## src/rtl/sram_bus_arbiter.sv

```systemverilog
// sram_bus_arbiter: arbitrates NCH SRAM-style request channels onto a single
// SRAM-like master bus (req/addr_ok/data_ok) with one transaction in flight.
// Build option SRAM_ARB_RR_EN: round-robin arbitration. When undefined the
// arbiter is fixed priority, lowest channel index first.
module sram_bus_arbiter #(
    parameter int unsigned NCH = 3,
    parameter int unsigned AW  = 32,
    parameter int unsigned DW  = 32
) (
    input  logic              clk,
    input  logic              rst,
    input  logic [NCH-1:0]    ch_req,
    input  logic [4*NCH-1:0]  ch_wen,
    input  logic [AW*NCH-1:0] ch_addr,
    input  logic [DW*NCH-1:0] ch_wdata,
    output logic [NCH-1:0]    ch_accept,
    output logic [NCH-1:0]    ch_fin,
    output logic [DW-1:0]     ch_rdata,
    output logic              busy,
    output logic              bus_req,
    output logic              bus_wr,
    output logic [1:0]        bus_size,
    output logic [AW-1:0]     bus_addr,
    output logic [DW-1:0]     bus_wdata,
    input  logic [DW-1:0]     bus_rdata,
    input  logic              bus_addr_ok,
    input  logic              bus_data_ok
);

    localparam int unsigned GW = (NCH > 1) ? $clog2(NCH) : 1;

    typedef enum logic [1:0] {
        IDLE = 2'd0,
        ADDR = 2'd1,
        DATA = 2'd2
    } state_t;

    state_t          state_q,     state_d;
    logic [GW-1:0]   grant_q,     grant_d;
    logic [3:0]      wen_q,       wen_d;
    logic [NCH-1:0]  ch_accept_q, ch_accept_d;
    logic [NCH-1:0]  ch_fin_q,    ch_fin_d;
    logic [DW-1:0]   ch_rdata_q,  ch_rdata_d;
    logic            busy_q,      busy_d;
    logic            bus_req_q,   bus_req_d;
    logic            bus_wr_q,    bus_wr_d;
    logic [1:0]      bus_size_q,  bus_size_d;
    logic [AW-1:0]   bus_addr_q,  bus_addr_d;
    logic [DW-1:0]   bus_wdata_q, bus_wdata_d;
`ifdef SRAM_ARB_RR_EN
    logic [GW-1:0]   rr_q,        rr_d;
`endif

    logic [GW-1:0]   grant_c;
    logic            grant_found_c;
    logic [31:0]     search_base_c;
    logic [31:0]     search_idx_c;
    logic [3:0]      sel_wen_c;
    logic [AW-1:0]   sel_addr_c;
    logic [DW-1:0]   sel_wdata_c;

    // Byte-enable pattern to bus transfer size; irregular patterns use a word.
    function automatic logic [1:0] size_from_wen(input logic [3:0] wen);
        logic [1:0] size;
        case (wen)
            4'b0001, 4'b0010, 4'b0100, 4'b1000: size = 2'd0;
            4'b0011, 4'b1100:                    size = 2'd1;
            default:                             size = 2'd2;
        endcase
        return size;
    endfunction

    // Pick the first requesting channel, scanning upward from the search base.
    always_comb begin
`ifdef SRAM_ARB_RR_EN
        search_base_c = 32'(rr_q) + 32'd1;
`else
        search_base_c = 32'd0;
`endif
        grant_c       = '0;
        grant_found_c = 1'b0;
        search_idx_c  = '0;
        for (int unsigned k = 0; k < NCH; k++) begin
            search_idx_c = (search_base_c + 32'(k)) % 32'(NCH);
            if (!grant_found_c && ch_req[GW'(search_idx_c)]) begin
                grant_c       = GW'(search_idx_c);
                grant_found_c = 1'b1;
            end
        end
    end

    // Route the granted channel's request fields.
    always_comb begin
        sel_wen_c   = '0;
        sel_addr_c  = '0;
        sel_wdata_c = '0;
        for (int unsigned i = 0; i < NCH; i++) begin
            if (grant_c == GW'(i)) begin
                sel_wen_c   = ch_wen[4*i +: 4];
                sel_addr_c  = ch_addr[AW*i +: AW];
                sel_wdata_c = ch_wdata[DW*i +: DW];
            end
        end
    end

    // Next-state and registered-output logic for the IDLE/ADDR/DATA sequence.
    always_comb begin
        state_d     = state_q;
        grant_d     = grant_q;
        wen_d       = wen_q;
        ch_accept_d = '0;
        ch_fin_d    = '0;
        ch_rdata_d  = ch_rdata_q;
        bus_req_d   = bus_req_q;
        bus_wr_d    = bus_wr_q;
        bus_size_d  = bus_size_q;
        bus_addr_d  = bus_addr_q;
        bus_wdata_d = bus_wdata_q;
`ifdef SRAM_ARB_RR_EN
        rr_d        = rr_q;
`endif
        case (state_q)
            IDLE: begin
                if (grant_found_c) begin
                    grant_d     = grant_c;
                    wen_d       = sel_wen_c;
                    ch_accept_d = NCH'(1) << grant_c;
                    bus_req_d   = 1'b1;
                    bus_wr_d    = |sel_wen_c;
                    bus_size_d  = size_from_wen(sel_wen_c);
                    bus_addr_d  = sel_addr_c;
                    bus_wdata_d = sel_wdata_c;
`ifdef SRAM_ARB_RR_EN
                    rr_d        = grant_c;
`endif
                    state_d     = ADDR;
                end
            end
            ADDR: begin
                if (bus_addr_ok) begin
                    bus_req_d   = 1'b0;
                    bus_wr_d    = 1'b0;
                    bus_size_d  = 2'd0;
                    bus_addr_d  = '0;
                    bus_wdata_d = '0;
                    state_d     = DATA;
                end
            end
            DATA: begin
                if (bus_data_ok) begin
                    ch_rdata_d = (wen_q == 4'd0) ? bus_rdata : '0;
                    ch_fin_d   = NCH'(1) << grant_q;
                    state_d    = IDLE;
                end
            end
            default: begin
                state_d = IDLE;
            end
        endcase
        busy_d = (state_d != IDLE);
    end

    // State and output registers; reset aborts any transaction in flight.
    always_ff @(posedge clk or posedge rst) begin
        if (rst) begin
            state_q     <= IDLE;
            grant_q     <= '0;
            wen_q       <= '0;
            ch_accept_q <= '0;
            ch_fin_q    <= '0;
            ch_rdata_q  <= '0;
            busy_q      <= 1'b0;
            bus_req_q   <= 1'b0;
            bus_wr_q    <= 1'b0;
            bus_size_q  <= 2'd0;
            bus_addr_q  <= '0;
            bus_wdata_q <= '0;
`ifdef SRAM_ARB_RR_EN
            rr_q        <= GW'(NCH - 1);
`endif
        end else begin
            state_q     <= state_d;
            grant_q     <= grant_d;
            wen_q       <= wen_d;
            ch_accept_q <= ch_accept_d;
            ch_fin_q    <= ch_fin_d;
            ch_rdata_q  <= ch_rdata_d;
            busy_q      <= busy_d;
            bus_req_q   <= bus_req_d;
            bus_wr_q    <= bus_wr_d;
            bus_size_q  <= bus_size_d;
            bus_addr_q  <= bus_addr_d;
            bus_wdata_q <= bus_wdata_d;
`ifdef SRAM_ARB_RR_EN
            rr_q        <= rr_d;
`endif
        end
    end

    assign ch_accept = ch_accept_q;
    assign ch_fin    = ch_fin_q;
    assign ch_rdata  = ch_rdata_q;
    assign busy      = busy_q;
    assign bus_req   = bus_req_q;
    assign bus_wr    = bus_wr_q;
    assign bus_size  = bus_size_q;
    assign bus_addr  = bus_addr_q;
    assign bus_wdata = bus_wdata_q;

endmodule

```

## config.mk

```make
export PLATFORM = sky130hd
export DESIGN_NAME = sram_bus_arbiter
export DESIGN_NICKNAME = d
export VERILOG_FILES = /design/src/rtl/sram_bus_arbiter.sv
export SDC_FILE = /design/constraint.sdc
export NUM_CORES = 1
export LEC_CHECK = 0
export CORE_AREA = 2 2 138 140
export DETAILED_ROUTE_END_ITERATION = 7
export DIE_AREA = 0 0 140 142
export GPL_ROUTABILITY_DRIVEN = 0
export GPL_TIMING_DRIVEN = 0
export PLACE_DENSITY = 0.72
export SLEW_MARGIN = 20
export SYNTH_ARGS = -nofsm -noshare
export SYNTH_HDL_FRONTEND = slang
export SYNTH_SLANG_ARGS = --single-unit
```

## constraint.sdc

```tcl
create_clock -name clk -period 6 [get_ports clk]
set_input_delay 0.9 -clock clk [delete_from_list [all_inputs] [get_ports clk]]
set_output_delay 0.9 -clock clk [all_outputs]
set_load 0.01 [all_outputs]
```

Yosys cells after proc, flatten, opt, wreduce, memory -nomap -nowiden
Cells that the tools add are included.
{"block": "word_totals", "out_inout_bits": 107, "elab_cells": 78, "ff_bits": 115}
{"block": "op_classes", "n_reduce_logical": 15, "n_shift": 2, "n_eq_ne": 12, "n_mux": 37}
{"cell": "$mux W32", "n": 10}
{"cell": "$pmux W32 S2", "n": 2}
{"cell": "$mux W2", "n": 6}
{"cell": "$mux W3", "n": 4}
{"cell": "$mux W4", "n": 3}
{"cell": "$eq A4 B2 Y1 const B", "n": 2}
{"cell": "$eq A4 B4 Y1 const B", "n": 2}
{"cell": "$pmux W2 S2", "n": 2}
{"cell": "$reduce_or A4 Y1", "n": 2}
{"cell": "$mux W1", "n": 7}
{"cell": "$pmux W2 S3", "n": 1}
{"cell": "$shl A1 B2 Y3 const A", "n": 2}
{"cell": "$eq A2 B1 Y1 const B", "n": 2}
{"cell": "$eq A2 B2 Y1 const B", "n": 2}
{"cell": "$eq A4 B1 Y1 const B", "n": 1}
{"cell": "$eq A4 B3 Y1 const B", "n": 1}
{"cell": "$logic_not A2 Y1", "n": 2}
{"cell": "$logic_not A4 Y1", "n": 1}
{"cell": "$ne A2 B2 Y1 const B", "n": 2}
{"cell": "$pmux W1 S2", "n": 2}
{"cell": "$reduce_and A2 Y1", "n": 2}
{"cell": "$reduce_bool A2 Y1", "n": 2}
{"cell": "$reduce_and A3 Y1", "n": 1}
{"cell": "$logic_and A1 B1 Y1", "n": 2}
{"cell": "other kinds (2)", "n": 3}

Depth between registers and ports, before layout
Gate-level depths: netlist of the first run.
{"block": "logic_depth", "ltp_word": 16, "mapped_depth": 7}

Worst setup path before layout of the first run
Ideal clock, no wire load.
{"block": "synth_timing", "kind": "input port to flip-flop", "startpoint": "input port ch_req[1]", "endpoint": "register bus_size_q[0] (netlist: bus_size[0])", "t_arrival_ns": 2.029, "setup_slack_ns": 3.905, "setup_ns": 0.066, "cell_stages": 5, "path_cell_list": "nand2b_4 -> or3_1 -> a31o_1 -> a2111oi_2 -> a221o_1"}
{"block": "synth_between", "elab_chain_cells": 14}
{"item": "start: declaration", "line_no": "12", "rtl": "input logic [NCH-1:0] ch_req,"}
{"item": "$logic_and A1 B1 Y1 (*)", "line_no": "85", "rtl": "if (!grant_found_c && ch_req[GW'(search_idx_c)]) begin"}
{"item": "$mux W1", "line_no": "85"}
{"item": "$logic_not A1 Y1", "line_no": "85"}
{"item": "$logic_and A1 B1 Y1", "line_no": "85"}
{"item": "$mux W2", "line_no": "85"}
{"item": "$logic_not A2 Y1", "line_no": "98", "rtl": "if (grant_c == GW'(i)) begin"}
{"item": "$mux W4 (3 in a row)", "line_no": "98"}
{"item": "$eq A4 B1 Y1 (tied with other cells)", "line_no": "65", "rtl": "case (wen)"}
{"item": "$reduce_or A4 Y1 / $reduce_or A2 Y1 (equally long branches)", "line_no": "65"}
{"item": "$pmux W2 S2", "line_no": "65"}
{"item": "$mux W2", "line_no": "124", "rtl": "if (grant_found_c) begin"}
{"item": "$pmux W2 S2", "line_no": "122", "rtl": "case (state_q)"}
{"item": "end signal: assignment", "line_no": "191", "rtl": "bus_size_q <= bus_size_d;"}
{"item": "end: declaration", "line_no": "47", "rtl": "logic [1:0] bus_size_q, bus_size_d;"}
Every way passes the cells marked *; elsewhere a longest branch is shown, timed or not. The select of a mux whose other input is x is not followed.
A chain may end at the register's enable or synchronous reset.

Worst setup path in the final report of the first run
Ends and elaborated chain as after synthesis.

==> summary by stage, run 1 <==
Pwr
The share of total power in the clock network is 0.265. The power density relative to cell area is 427 nW/um2. Of the total power, registers draw 0.317. The combinational power share is 0.417.

The worst voltage drop across the vdd grid is 0.193 mV. The reported leakage power is 0.00408 uW. Overall power consumption after layout is estimated at just over 4000 uW.

Internal power comes to 2760 uW. The fraction of power spent switching nets is 0.333. The net load switching power is 1380 uW.

Detailed routing
After detailed routing, the number of vias per cell comes to 4.88. Dividing the detail-routed wire length by the instance count gives 18.4 um. The routed wire length is 20,900 um.

In this run the remaining antenna-violating nets after routing total 0. In the routed design, unresolved DRC markers number 23. Before antenna repair, the detailed router went through 8 iterations. Across all layers, the routed design uses approximately 5.5k vias.

The starting DRC count in detailed routing is 313.

Yosys
Sorting the synthesized cells by how often they occur yields 115 x sky130_fd_sc_hd__dfrtp_1, 96 x sky130_fd_sc_hd__a22o_1, 79 x sky130_fd_sc_hd__nand2_1, 64 x sky130_fd_sc_hd__a21oi_1, 62 x sky130_fd_sc_hd__o21ai_0. When the netlist entered floorplanning its net count stood at 763. Ranked by total cell area, the synthesized netlist is headed by sky130_fd_sc_hd__dfrtp_1 55%, sky130_fd_sc_hd__a22o_1 16%, sky130_fd_sc_hd__a21oi_1 6.1%, sky130_fd_sc_hd__o21ai_0 5.9%, sky130_fd_sc_hd__nand2_1 5.7%. sky130_fd_sc_hd__dfrtp_1 takes more of the synthesized area than any other cell. The most numerous cell in the Yosys netlist is sky130_fd_sc_hd__dfrtp_1. The post-synthesis sequential area ratio is 0.550.

Counting flops with an async set or reset pin after synthesis yields a share of 1.00. The most used flip-flop cell after synthesis is sky130_fd_sc_hd__dfrtp_1. The area fraction of the dominant cell type after synthesis is 0.550. Synthesis handed over a netlist of 520 instances. The flip-flop and latch count after synthesis is 115. Counting flops with a built-in enable in the synthesized netlist gives 0. The netlist area before placement is 5230 um2. In this run, distinct cell masters in the synthesized netlist total 38. The synthesized area divided by synthesized cell count is 10.1 um2.

Yosys printed 0 warnings.

Clock tree
After clock tree synthesis, the flow added hold-fix buffers numbering 0. Counting the buffers created by CTS gives 17. The H-tree depth reported by CTS is 4. The number of sinks handled by clock tree synthesis is 115. Clock-pin slew was measured on the worst setup and hold paths at ~60 ps. After clock tree synthesis, the repair step resized 0 gates. The clock latency at the later pin of the worst-skew pair is between 400 and 500 ps. TritonCTS built the clock tree.

In this run the deepest clock path goes through 2 buffers. CTS placed an instance of sky130_fd_sc_hd__clkbuf_16 at the clock tree root. The number of setup buffers added after CTS is 0.

Die
The number of rows created at floorplan is 50. The width of the chip is between 100 and 150 um. The die is between 100 and 150 um tall. The total I/O pin count is 350. The die area is 19,900 um2. The starting density of the core is 0.284.

The area of the core is 18,500 um2.

GRT
The via count of the first global-routing pass is roughly 5.5k. The first-pass GRT wire length is around 31,000 um. After global routing, the most crowded layer is met2. The met3 global-route usage is 0.0542. In the global route stage, overall resource usage came out at 0.206. Entering global routing, the biggest net connects 71 pins. The met2 routing resource usage after global routing is 0.366. For met1 alone, demand over resource in global routing was 0.244. The total congestion overflow after global routing is 0. The number of antenna violations at the first check in global routing came to 0.

Timing
For this run, the top clock speed supported by timing is 356 MHz. Setup violations remaining at the end of the flow were counted as 0. The max-slew violation count was 0. Setup repair after global routing left no endpoint under its margin.

The headroom to the max-slew limit is 0.563. After layout, the worst setup slack is 3190 ps. The share of the clock period used by the worst path is 0.468. The final setup TNS is 0 ps. The number of hold violations in the final report was 0. For the pin with the worst max-slew slack, the measured transition is 655 ps.

The clock period minus worst slack is 2810 ps. Across the routed clock network, the largest skew measured is 7.63 ps.

Finish
The filler cells instantiated in the layout total 1,673. The repair_antennas step left the layout with diodes totalling 0. The share of cells above drive strength 1 is 0.0643. The area added between synthesis and finish is 85.2%. The utilization of the core after routing is 0.525. The final net count is 1,132.

Critical path
STA classifies the critical path endpoint as a register. For the worst setup path, the data arrival time is 3090 ps. The classification of the worst setup path is in2reg. The highest fanout seen on the critical path is 10. The worst setup path is launched from a primary input.

For the worst setup path, the data required time is 6280 ps.

Status
The flow ran to the end, but the final reports show violations. The checks that failed: DRC.

Flow run
The count of maximum capacitance violations is 0.

Place
The worst setup slack after placement is around 2700 ps. Once detailed placement completed, the half-perimeter wirelength came to 16,000 um. In this run the tool buffered the top-level ports with 349 buffer cells.

Min path
The min-delay analysis places its worst path in the category reg2reg.
-- logic make-up (layout without fill, tap and decap cells) --
logic type             count (synthesis)  after routing  synth area share
buffers and inverters                 47            429            0.0380
DFF                                  115            115             0.550
AOI/OAI and AO/OA                    248            248             0.318
and+or+nand+nor                      110            110            0.0940
-- power by group through the flow --
stage	Combinational (uW)	Clock, uW	Sequential (uW)
2_1_floorplan	551	0	1450
3_3_place_gp	1730	0	1310
3_5_place_dp	1750	0	1320
4_1_cts	1760	1130	1310
5_1_grt	1880	1160	1350
6_report	1730	1100	1310
-- sequential cells by signal, indices dropped and copies added (netlist names) --
register   cells
bus_wdata     32
grant_q        2
ch_fin         3
state_q        2
bus_size       2
bus_req        1
ch_rdata      32
ch_accept      3
bus_addr      32
wen_q          4
bus_wr         1
busy           1
-- layout make-up --
| type | count | area, um2 | share of cell area |
|---|---|---|---|
| repair buffers | 350 | 3520 | 0.363 |
| clock inverters | 14 | 199 | 0.0205 |
| clock buffers | 18 | 439 | 0.0453 |
| well taps | 234 | 293 | 0.0302 |
| plain buffers | 43 | 184 | 0.0190 |
| inverters | 4 | 20.0 | 0.00207 |
| flip-flops and latches | 115 | 2880 | 0.297 |
| multi-input cells | 358 | 2160 | 0.222 |
-- cell usage in the layout (no fill, tap or decap), types with 2 or more instances in the layout --
cell type / instances
sky130_fd_sc_hd__nor3_1: 4
sky130_fd_sc_hd__a22o_1: 96
sky130_fd_sc_hd__bufinv_16: 4
sky130_fd_sc_hd__o21ai_0: 62
sky130_fd_sc_hd__clkinv_4: 3
sky130_fd_sc_hd__a21o_1: 2
sky130_fd_sc_hd__inv_1: 3
sky130_fd_sc_hd__clkbuf_16: 17
sky130_fd_sc_hd__nor3b_1: 2
sky130_fd_sc_hd__nand3b_1: 2
sky130_fd_sc_hd__and2_1: 2
sky130_fd_sc_hd__a211oi_1: 2
sky130_fd_sc_hd__o21ai_1: 11
sky130_fd_sc_hd__nand2b_1: 4
sky130_fd_sc_hd__clkdlybuf4s50_1: 349
sky130_fd_sc_hd__inv_6: 5
sky130_fd_sc_hd__nand2_1: 79
sky130_fd_sc_hd__clkinv_2: 2
sky130_fd_sc_hd__clkbuf_1: 23
sky130_fd_sc_hd__o311a_1: 2
sky130_fd_sc_hd__buf_1: 2
sky130_fd_sc_hd__nand3_1: 2
sky130_fd_sc_hd__buf_2: 18
sky130_fd_sc_hd__nor2_1: 6
sky130_fd_sc_hd__dfrtp_1: 115
sky130_fd_sc_hd__a21oi_1: 64
-- worst max-delay path: stages --
cell	delay [ps]
sky130_fd_sc_hd__clkdlybuf4s50_1	530
sky130_fd_sc_hd__nor3_1	310
sky130_fd_sc_hd__nand2b_1	150
sky130_fd_sc_hd__clkbuf_1	410
sky130_fd_sc_hd__buf_2	360
sky130_fd_sc_hd__nor3_1	90
sky130_fd_sc_hd__a221o_1	330
-- routing by layer --
metal / vias up / part of all wire
met4: 0 / 0.017
met1: 2591 / 0.40
met3: 26 / 0.079
met5: - / 0
met2: 263 / 0.50
li1: 2669 / -
-- worst paths after layout --
| check | from | to | slack, ps | cells past startpoint |
|---|---|---|---|---|
| max | ch_req[1] | bus_size[0] | 3190 | 7 |
| min | bus_size[1] | bus_size[1] | 480 | 2 |
| max reg2reg | state_q[0] | bus_size[0] | 4030 | 6 |
| min reg2reg | bus_size[1] | bus_size[1] | 480 | 2 |
| max in group asynchronous | rst | bus_addr[27] | 4360 | 3 |
| min in group asynchronous | rst | bus_wdata[11] | 960 | 2 |
-- through the flow --
| step | cells | instance area (um2) | hold slack [ps] |
|---|---|---|---|
| 4_1_cts | 1136 | 9690 | 479 |
| 3_5_place_dp | 1104 | 9050 | 465 |
| 2_1_floorplan | 520 | 5230 | 437 |
| 3_3_place_gp | 1103 | 9020 | 460 |
| 6_report | 1136 | 9690 | 475 |
| 5_1_grt | 1136 | 9690 | 497 |
(Power assumes the default switching activity.)
==> inputs of run 2 (changes only) <==
- CORE_AREA: 2 2 138 140 -> 2 2 137 139
- DIE_AREA: 0 0 140 142 -> 0 0 139 141
- PLACE_DENSITY: 0.72 -> 0.76
- clock period: 6 -> 2.3 ns (I/O delays scaled with it)
==> run 2 against run 1 <==
Compared with the run above: the run now ends clean; die area is 1.4% lower; sequential share of layout area is 0.11 points lower; hold slack worse by 120 ps; cell count hardly changed; core utilization is 0.74 points higher; critical path depth is 1 lower; register-to-register slack worse by 3700 ps.
==> summary by stage, run 2 (synthesized netlist as in run 1, its figures left out) <==
Clock tree
In this run the post-CTS setup repair buffer count came out at 0. The H-tree depth reported by CTS is 4. Clock-pin slew was measured on the worst setup and hold paths at 50 ps. The CTS tree is done. The number of clock buffers added by TritonCTS is 17. The number of sinks handled by clock tree synthesis is 115.

The clock latency at the later pin of the worst-skew pair is 410 ps. No sink is reached through more buffers than the 2 on the longest clock path. The cell at the root of the clock tree is sky130_fd_sc_hd__clkbuf_16.

Critical path
The endpoint type of the worst setup path is a register. The worst-path cell with the longest stage delay is sky130_fd_sc_hd__clkdlybuf4s50_1. The start of the worst register-to-register path is state_q[0]. The signal arrival time at the worst endpoint is 2520 ps.

The required arrival time at the worst endpoint is roughly 2600 ps. The number of cell instances on the worst register-to-register path is 5. The endpoint of the worst-slack reg-to-reg timing path is bus_size[0]. The classification of the worst setup path is in2reg. The longest individual stage delay on the worst path is 540 ps.

The critical path goes through clkdlybuf4s50_1 > nor3_1 > nand2b_1 > buf_2 > nor3_1 > a221o_1. The most frequent cell on the critical path is sky130_fd_sc_hd__nor3_1. The setup check on the worst reg-to-reg path leaves a slack of between 300 and 400 ps.

STA classifies the critical path startpoint as a primary input. Along the worst path, the maximum fanout reaches 10.

Timing
Headroom to the max-slew limit came out at 0.570. The max-slew violation count was 0. Adding up every negative setup slack in the final design gives 0 ps. Setup violations remaining at the end of the flow were counted as 0.

For the final database, setup skew stands at 7.96 ps. The share of the clock period used by the worst path is 0.975. Setup repair after global routing could not meet its margin everywhere. Timing would allow up to 446 MHz.

The number of hold violations in the final report is 0. For the finished layout, the period the worst path requires is 2240 ps. The actual transition at the worst max-transition pin is 637 ps.

Finish
The count of non-filler cells in the finished layout is 1,135. Leaving out fill and tap cells, the most frequent cell in the layout is sky130_fd_sc_hd__clkdlybuf4s50_1. The area growth from synthesis to layout is 85.9%.

After filler insertion, the fill cell instance count of the layout stands at 1,684. The final layout contains 1,133 nets. After routing the design area is between 9000 and 10,000 um2. Leaving out fill and tap cells, the most frequent cells in the layout are 349 x sky130_fd_sc_hd__clkdlybuf4s50_1, 115 x sky130_fd_sc_hd__dfrtp_1, 96 x sky130_fd_sc_hd__a22o_1, 79 x sky130_fd_sc_hd__nand2_1, 64 x sky130_fd_sc_hd__a21oi_1. The share of cells above drive strength 1 is 0.0688. The utilization of the core after routing is 0.532. 0 antenna diodes ended up in the layout.

GRT
For this run, the total global-route usage over all layers was measured as 0.201. Entering global routing, the biggest net connects 35 pins. The first global-routing pass estimated 30,900 um of wire. The via count of the first global-routing pass came to around 5.7k.

Summed over all layers, the global routing overflow is 0. The number of antenna violations at the first check in global routing was 0.

Pwr
In this run the static leakage power is between 0.004 and 0.005 uW. The sum of internal, switching and leakage power is 10,800 uW. The worst voltage drop across the vdd grid is 0.600 mV. Dividing total power by cell area gives a power density of 1110 nW/um2.

Die
350 I/O pins were placed. The floorplan has 50 rows. The initial utilization of the core area, before any placement, comes to 0.286.

The area of the core is 18,300 um2. The die is 141 um tall. The width of the chip is 139 um. The floorplan step defined a die boundary enclosing 19,600 um2.

Place
After detailed placement, the total cell area comes to a little over 9000 um2. The HPWL after detailed placement is 16,000 um. The number of instances in the placed design is 1,106.

Port buffering added 349 buffers.

Detailed routing
The per-cell routed wire length is 17.7 um. The first routing iteration left 173 violations. For this run, design rule violations remaining after detail routing come to 0. The first-pass iteration count of the detailed router is 4. Wires add up to around 20,000 um. Once detail routing completed, the nets flagged for antenna violations numbered 0. The total via count after detailed routing is 5,532. After detailed routing, the number of vias per cell comes to approximately 4.9.

Min path
In this run the worst hold path is classified as in2async.

Status
The run finished with clean final reports.

Flow run
The count of maximum capacitance violations is 0.
run 2: changes by cell type in the layout (fill, tap and decap cells not counted), sizes merged:
cell	before	now
clkinv	5	2
inv	8	3
clkbuf	41	46
clkinvlp	1	3
run 2: worst max path at each step:
stage               startpoint      endpoint  slack [ps]  cells past startpoint
global placement           rst  bus_addr[18]        -560                      2
detailed placement   ch_req[1]   bus_size[0]        -450                      7
floorplan                  rst   bus_addr[0]         560                      1
global route         ch_req[0]  bus_addr[25]         -10                      6
finish               ch_req[1]   bus_size[0]          60                      6
CTS                  ch_req[1]   bus_size[1]          20                      8
run 2: critical path, delay by kind of cell:
| kind | cells | cell delay [ps] |
|---|---|---|
| buf+inv | 2 | 920 |
| simple gates | 3 | 910 |
| compound gates | 1 | 330 |
run 2: final cells by class:
cell class	count	area, um2	share of cell area
Sequential cell	115	2880	0.296
Clock buffer	22	494	0.0508
Buffer	42	185	0.0190
Timing Repair Buffer	352	3550	0.365
Clock inverter	8	149	0.0153
Multi-Input combinational cell	358	2160	0.222
Tap cell	234	293	0.0301
Inverter	4	18.8	0.00193
run 2: through the flow:
step                hold slack, ps  worst slack, ps
global placement               458             -565
detailed placement             464             -454
CTS                            351             20.6
floorplan                      437              556
global route                   381            -10.2
finish                         358             57.8
run 2: power by group:
group	leakage [uW]	total, uW	internal (uW)	switching, uW
Combinational	0.00230	4510	2430	2080
Sequential	0.00149	3420	2930	493
Clock	0.000310	2860	1950	915
run 2: routing by layer:
metal,global-route usage,vias to the layer above,wire length [um]
met5,0,-,0
met1,0.236,2626,8240
met3,0.0622,15,1460
met4,0.0478,0,218
met2,0.362,227,10200
li1,-,2664,-
run 2: timing repair:
item,4_1_cts,5_1_grt
resized for setup,0,6
hold buffers,0,0
endpoints found under the setup margin,1,33
cloned,0,0
